$ cat src/rtl/traffic_pkg.sv
// ============================================================================
// Module   : traffic_pkg
// Brief    : Shared light encodings, direction states and error codes for
//            traffic_light_monitor.
// Revision : 1.0 - initial release
// ============================================================================
`default_nettype none

package traffic_pkg;

    localparam logic [2:0] LIGHT_RED = 3'b100;
    localparam logic [2:0] LIGHT_YEL = 3'b010;
    localparam logic [2:0] LIGHT_GRN = 3'b001;

    typedef enum logic [1:0] {
        DIR_RED     = 2'd0,
        DIR_GREEN   = 2'd1,
        DIR_YELLOW  = 2'd2,
        DIR_ILLEGAL = 2'd3
    } dir_state_t;

    localparam logic [2:0] ERR_NONE        = 3'd0;
    localparam logic [2:0] ERR_ENC         = 3'd1;
    localparam logic [2:0] ERR_CONFLICT    = 3'd2;
    localparam logic [2:0] ERR_SEQ         = 3'd3;
    localparam logic [2:0] ERR_GREEN_SHORT = 3'd4;
    localparam logic [2:0] ERR_YELLOW_LEN  = 3'd5;
    localparam logic [2:0] ERR_WDOG        = 3'd6;

    function automatic dir_state_t light_state(input logic [2:0] light);
        case (light)
            LIGHT_RED: return DIR_RED;
            LIGHT_YEL: return DIR_YELLOW;
            LIGHT_GRN: return DIR_GREEN;
            default:   return DIR_ILLEGAL;
        endcase
    endfunction

endpackage

`default_nettype wire

$ cat src/rtl/tl_dir_tracker.sv
// ============================================================================
// Module   : tl_dir_tracker
// Brief    : Per-direction previous-sample register, saturating run counter
//            and sequencing / phase-duration checks.
// Revision : 1.0 - initial release
// ============================================================================
`default_nettype none

module tl_dir_tracker #(
    parameter int GREEN_MIN     = 4,
    parameter int YELLOW_CYCLES = 2,
    parameter int CNT_W         = 8
) (
    input  logic       clk,
    input  logic       rst,
    input  logic [2:0] i_sample,
    output logic       o_seq_err,
    output logic       o_green_short,
    output logic       o_yellow_len,
    output logic       o_green_to_yel
);
    import traffic_pkg::*;

    localparam logic [CNT_W-1:0] c_run_max = '1;

    logic [2:0]       r_prev;
    logic [CNT_W-1:0] r_run;
    dir_state_t       w_cur;
    dir_state_t       w_prv;

    assign w_cur = light_state(i_sample);
    assign w_prv = light_state(r_prev);

    // ILLEGAL on either side falls through every comparison below
    assign o_seq_err = ((w_prv == DIR_RED)    && (w_cur == DIR_YELLOW)) ||
                       ((w_prv == DIR_GREEN)  && (w_cur == DIR_RED))    ||
                       ((w_prv == DIR_YELLOW) && (w_cur == DIR_GREEN));

    assign o_green_to_yel = (w_prv == DIR_GREEN) && (w_cur == DIR_YELLOW);
    assign o_green_short  = o_green_to_yel && (r_run < CNT_W'(GREEN_MIN));
    assign o_yellow_len   = (w_prv == DIR_YELLOW) && (w_cur == DIR_RED) &&
                            (r_run != CNT_W'(YELLOW_CYCLES));

    // r_run is the length of the run that ends in r_prev
    always_ff @(posedge clk or negedge rst) begin
        if (!rst) begin
            r_prev <= LIGHT_RED;
            r_run  <= '0;
        end else begin
            r_prev <= i_sample;
            if (i_sample != r_prev) begin
                r_run <= CNT_W'(1);
            end else if (r_run != c_run_max) begin
                r_run <= r_run + CNT_W'(1);
            end
        end
    end

endmodule

`default_nettype wire

$ cat src/rtl/traffic_light_monitor.sv
// ============================================================================
// Module   : traffic_light_monitor
// Brief    : Passive checker for NS/EW light buses: encoding, conflict,
//            sequencing and duration errors. Optional stall watchdog is
//            enabled with macro TRAFFIC_MON_WATCHDOG_EN.
// Revision : 1.0 - initial release
// ============================================================================
`default_nettype none

module traffic_light_monitor #(
    parameter int GREEN_MIN     = 4,
    parameter int YELLOW_CYCLES = 2,
    parameter int CNT_W         = 8,
    parameter int WDOG_CYCLES   = 64
) (
    input  logic        clk,
    input  logic        rst,
    input  logic [2:0]  NS_light,
    input  logic [2:0]  EW_light,
    output logic        err_valid,
    output logic [2:0]  err_code,
    output logic [2:0]  first_err,
    output logic [7:0]  err_count,
    output logic [15:0] cycle_count
);
    import traffic_pkg::*;

    logic [2:0] r_ns_q;
    logic [2:0] r_ew_q;
    logic       w_ns_seq, w_ns_gs, w_ns_yl, w_ns_gy;
    logic       w_ew_seq, w_ew_gs, w_ew_yl, w_ew_gy;
    logic       w_ns_legal, w_ew_legal;
    logic       w_enc, w_conflict, w_wdog;
    logic [2:0] w_code;

    always_ff @(posedge clk or negedge rst) begin
        if (!rst) begin
            r_ns_q <= LIGHT_RED;
            r_ew_q <= LIGHT_RED;
        end else begin
            r_ns_q <= NS_light;
            r_ew_q <= EW_light;
        end
    end

    tl_dir_tracker #(
        .GREEN_MIN     (GREEN_MIN),
        .YELLOW_CYCLES (YELLOW_CYCLES),
        .CNT_W         (CNT_W)
    ) u_ns (
        .clk            (clk),
        .rst            (rst),
        .i_sample       (r_ns_q),
        .o_seq_err      (w_ns_seq),
        .o_green_short  (w_ns_gs),
        .o_yellow_len   (w_ns_yl),
        .o_green_to_yel (w_ns_gy)
    );

    tl_dir_tracker #(
        .GREEN_MIN     (GREEN_MIN),
        .YELLOW_CYCLES (YELLOW_CYCLES),
        .CNT_W         (CNT_W)
    ) u_ew (
        .clk            (clk),
        .rst            (rst),
        .i_sample       (r_ew_q),
        .o_seq_err      (w_ew_seq),
        .o_green_short  (w_ew_gs),
        .o_yellow_len   (w_ew_yl),
        .o_green_to_yel (w_ew_gy)
    );

    assign w_ns_legal = (light_state(r_ns_q) != DIR_ILLEGAL);
    assign w_ew_legal = (light_state(r_ew_q) != DIR_ILLEGAL);
    assign w_enc      = !w_ns_legal || !w_ew_legal;
    assign w_conflict = w_ns_legal && w_ew_legal &&
                        (r_ns_q != LIGHT_RED) && (r_ew_q != LIGHT_RED);

`ifdef TRAFFIC_MON_WATCHDOG_EN
    localparam int c_stall_w = $clog2(WDOG_CYCLES + 1);

    logic [c_stall_w-1:0] r_stall;
    logic [5:0]           r_last;
    logic                 w_same;

    assign w_same = ({r_ns_q, r_ew_q} == r_last);
    // Fires on the step that brings the counter to the limit, then holds
    assign w_wdog = w_same && (r_stall == c_stall_w'(WDOG_CYCLES - 1));

    always_ff @(posedge clk or negedge rst) begin
        if (!rst) begin
            r_stall <= '0;
            r_last  <= {LIGHT_RED, LIGHT_RED};
        end else begin
            r_last <= {r_ns_q, r_ew_q};
            if (!w_same) begin
                r_stall <= '0;
            end else if (r_stall != c_stall_w'(WDOG_CYCLES)) begin
                r_stall <= r_stall + c_stall_w'(1);
            end
        end
    end
`else
    assign w_wdog = 1'b0;
`endif

    always_comb begin
        w_code = ERR_NONE;
        if (w_enc) begin
            w_code = ERR_ENC;
        end else if (w_conflict) begin
            w_code = ERR_CONFLICT;
        end else if (w_ns_seq || w_ew_seq) begin
            w_code = ERR_SEQ;
        end else if (w_ns_gs || w_ew_gs) begin
            w_code = ERR_GREEN_SHORT;
        end else if (w_ns_yl || w_ew_yl) begin
            w_code = ERR_YELLOW_LEN;
        end else if (w_wdog) begin
            w_code = ERR_WDOG;
        end
    end

    always_ff @(posedge clk or negedge rst) begin
        if (!rst) begin
            err_valid   <= 1'b0;
            err_code    <= ERR_NONE;
            first_err   <= ERR_NONE;
            err_count   <= 8'd0;
            cycle_count <= 16'd0;
        end else begin
            err_valid <= (w_code != ERR_NONE);
            err_code  <= w_code;
            if (first_err == ERR_NONE) begin
                first_err <= w_code;
            end
            if ((w_code != ERR_NONE) && (err_count != 8'hFF)) begin
                err_count <= err_count + 8'd1;
            end
            // EW green-to-yellow is checked for duration but never counted
            if (w_ns_gy || (w_ew_gy && 1'b0)) begin
                cycle_count <= cycle_count + 16'd1;
            end
        end
    end

endmodule

`default_nettype wire

$ cat config.mk
export PLATFORM = sky130hd
export DESIGN_NAME = traffic_light_monitor
export DESIGN_NICKNAME = d
export VERILOG_FILES = /design/src/rtl/traffic_pkg.sv /design/src/rtl/tl_dir_tracker.sv /design/src/rtl/traffic_light_monitor.sv
export SDC_FILE = /design/constraint.sdc
export NUM_CORES = 1
export LEC_CHECK = 0
export ABC_AREA = 1
export BUFFER_PORTS_ARGS = -buffer_cell sky130_fd_sc_hd__buf_2
export CAP_MARGIN = 20
export CORE_AREA = 2 2 76 78
export DETAILED_ROUTE_END_ITERATION = 8
export DIE_AREA = 0 0 78 80
export GPL_TIMING_DRIVEN = 1
export HOLD_SLACK_MARGIN = 0.03
export PLACE_DENSITY = 0.83
export RECOVER_POWER = 50
export SLEW_MARGIN = 20
export SYNTH_ARGS = -nofsm -noshare
export SYNTH_HDL_FRONTEND = slang
export SYNTH_HIERARCHICAL = 1
export SYNTH_SLANG_ARGS = --single-unit
$ cat constraint.sdc
create_clock -name clk -period 5.3 [get_ports clk]
set_clock_uncertainty 0.2 [all_clocks]
set_input_delay 0 -clock clk [delete_from_list [all_inputs] [get_ports clk]]
set_output_delay 0 -clock clk [all_outputs]
set_load 0.1 [all_outputs]
# == After elaboration in Yosys (flattened, before gate mapping) ==
# Index checks and enable logic that the tools add are counted.
# word_totals
reg_bits,59
ramBits,0
out_inout_bits,31
word_cells,97
romBits,0
latch_bits,0
n_memories,0
in_bits,8
# classes
n_reduce_logical,36
eq_ne,31
n_lt_le_gt_ge,2
shift,0
addsub,4
n_mul,0
bitwise,0
n_mux,13
div_mod_pow,0
# ops
operator,count
$mux 8,4
$add 8x1->8 const B,3
$ne 8x8->1 const B,3
$pmux 2 s3,4
$logic_and 1x1->1,18
$add 16x1->16 const B,1
$lt 8x3->1 const B,2
$ne 8x2->1 const B,2
$mux 3,5
$eq 3x1->1 const B,4
$eq 3x2->1 const B,4
$eq 3x3->1 const B,4
$eq 2x1->1 const B,4
$eq 2x2->1 const B,4
$logic_not 2->1,4
$logic_or 1x1->1,8
$ne 3x3->1,2
$ne 3x3->1 const B,2
$ne 2x2->1 const B,2
$reduce_bool 2->1,2
$logic_not 3->1,1
$reduce_bool 3->1,1
$logic_not 1->1,2

# == Longest topological paths before layout ==
# logic_depth
depth_word,13
ltp_mapped,12
ltp_nobuf,12

# == Hierarchy ==
# Netlist, hierarchy kept.
# modules_own_cells
module,n_inst,cells_each,area_per_inst_um2,seq_area_each_um2
traffic_light_monitor,1,207,1815.5,928.4
tl_dir_tracker at u_ew,1,101,747.0,276.5
tl_dir_tracker at u_ns,1,101,721.9,276.5

# == Worst setup path after synthesis ==
# No wires, ideal clock.
# synth_timing
path_type,register to register
startpoint,register cycle_count[0]
endpoint,register cycle_count[12]
n_path_buf,0
setup_time_ns,0.158
arrival_time_ns,2.074
path_stages_with_launch,8
slack_ns,2.868
cell_sequence,dfrtp_1 ha_1 nand3_1 nor2_2 nand2_2 nor3b_2 nand2_1 xnor2_1
# synth_between
elab_chain_cells,1
# synth_lines
element,line_no,rtl
from (decl),traffic_light_monitor.sv:24,output logic [15:0] cycle_count
from (signal assigned),traffic_light_monitor.sv:143,cycle_count <= cycle_count + 16'd1;
$add 16x1->16,traffic_light_monitor.sv:143,
# No other way between the ends.
# A chain may end at the register's enable or synchronous reset.

==> flow_summary.json <==
{
  "min_to": "r_ns_q[1]",
  "globalRouteMet1Util_pct": 28.8,
  "crit_required_ns": 4.88,
  "die_x_um": 78,
  "rsz0062_at_grt": "no",
  "path_clk_slew_ns": 0.06,
  "violations": "capacitance limit, slew limit",
  "die_h_um": 80,
  "worst_pin_slew_ns": 3.02,
  "cts_buffers": 9,
  "port_buffers": 38,
  "num_io_pins": 39,
  "antenna_found_initial": 0,
  "cts_root_buf": "clkbuf_8",
  "die-area_mm2": 0.00624,
  "clk_path_buf_depth": 2,
  "cp_max_fo": 59,
  "final-seq-area_mm2": 0.00148,
  "busiest_layer": "met2",
  "end_kind": "async pin",
  "p_per_area_mw_per_mm2": 371,
  "drive_above_1_share_pct": 18.8,
  "status": "finished, violations left",
  "layout_common_cells": "105 x nand2_1, 57 x inv_1, 55 x dfrtp_1",
  "syn_nets": 422,
  "finalInstanceArea_mm2": 0.00384,
  "r2r_cells": 9,
  "final_common_cell": "nand2_1",
  "cts_tree": "yes",
  "placed_area_mm2": 0.00356,
  "clkLatencyLatePin_ns": 0.34,
  "clock_sinks": 59,
  "routed_wl_um": 6520,
  "nNetsFinal": 478,
  "hold_violations": 0,
  "crit_path_start_kind": "primary input",
  "post-route-drc-count": 0,
  "final-setup-viol-count": 0,
  "syn_to_final_growth_pct": 17.0,
  "crit_arrival_ns": 2.75,
  "grt_max_degree": 60,
  "hold_path_class": "in -> reg",
  "grt.overflow.total": 0,
  "fmaxAchievable_ghz": 0.315,
  "timing.rr.end": "cycle_count[10]",
  "tns_ns": 0,
  "period_share_pct": 59.9,
  "grtUsageTotal_pct": 23.3,
  "n_antenna_cell": 0,
  "coreArea_mm2": 0.00541,
  "drv_slew": 60,
  "maxCapViolations": 1,
  "fin_crit_ns": 3.18,
  "min_path_cells": 2,
  "synth_warnings": 6,
  "r2r_start": "r_ns_q[0]",
  "grt_util_met3_pct": 5.09,
  "dp_hpwl_um": 4750,
  "r2r_slack_ns": 2.76,
  "htree_num_levels": 3,
  "post_cts_resized": 0,
  "crit_type": "in -> async",
  "hold_start": "NS_light[1]",
  "postCtsSetupBuffers": 0,
  "grt_use_met2_pct": 39.2,
  "vias": 2730,
  "multi_input_area_mm2": 0.00155,
  "peakVddDrop_mv": 0.525,
  "syn_avg_cell_area_um2": 8.04,
  "syn_area_mm2": 0.00328,
  "drt_iter0_drc": 156,
  "leakagePower_nw": 1.98,
  "grt_pass1_vias": 2692,
  "start_util_pct": 60.7,
  "final_antenna_net_count": 0,
  "rows": 27,
  "globalplace.congestion": 0.901,
  "firstDrtPassIters": 4,
  "via_per_inst": 5.05,
  "grt_pass1_wl_um": 11400,
  "ctsHoldBuffers": 7,
  "fillers": 421,
  "synth_cells": 408,
  "slew_headroom_pct": -101,
  "wl_per_cell_um": 12.0
}
==> where the power goes <==
part	switching [mW]	total, mW	leakage, nW	internal [mW]
Sequential	0.0595	0.553	0.750	0.494
Clock	0.172	0.426	0.108	0.254
Combinational	0.353	0.445	1.12	0.0916
Total	0.585	1.42	1.98	0.839
==> metrics by stage <==
step | setup WS [ns] | instances | hold slack, ns | power (mW) | utilization, %
after floorplan | 2.87 | 408 | -0.496 | 0.924 | -
after global placement | 2.87 | 518 | -0.0918 | 0.995 | 65.9
after detailed placement | 2.77 | 518 | -0.0911 | 1.00 | 65.9
after CTS | 2.76 | 541 | 0.0963 | 1.43 | 71.2
after global routing | 1.43 | 541 | 0.108 | 1.49 | 71.0
final | 2.12 | 541 | 0.0992 | 1.42 | 71.0
==> metal layers <==
metal | vias up | wire length [µm] | share of wire (%)
li1 | 1403 | - | -
met2 | 46 | 3160 | 48
met5 | - | 0 | 0
met4 | 0 | 120 | 1.8
met1 | 1270 | 2990 | 46
met3 | 11 | 250 | 3.8
==> registers in the layout, summed over array words and instances (netlist names) <==
signal,cells
cycle_count,16
err_count,8
u_ew/r_run,8
u_ns/r_run,8
err_code,3
first_err,3
r_ew_q,3
r_ns_q,3
u_ew/r_prev,3
u_ns/r_prev,3
err_valid,1
==> cell type report <==
type | instances | share of cell area (%)
tap | 72 | 2.35
timing repair buffer | 46 | 6.78
inverter | 65 | 6.42
clock inverter | 4 | 1.24
multi-input combinational | 283 | 40.3
sequential | 59 | 38.6
clock buffer | 12 | 4.30
==> critical path, stage by stage <==
cell and delay [ns]:
dlygate4sd3_1 0.52, buf_2 0.09, clkbuf_1 2.12
==> worst max-delay path by stage <==
stage              startpoint               to  slack, ns
3_5_place_dp        r_ns_q[0]  cycle_count[10]       2.77
4_1_cts             r_ns_q[0]  cycle_count[10]       2.76
5_1_grt                   rst    u_ns/r_run[6]       1.43
2_1_floorplan  cycle_count[0]  cycle_count[12]       2.87
6_report                  rst   u_ew/r_prev[0]       2.12
3_3_place_gp        r_ns_q[0]  cycle_count[10]       2.87
No activity file was read; power rests on OpenSTA's default activity.
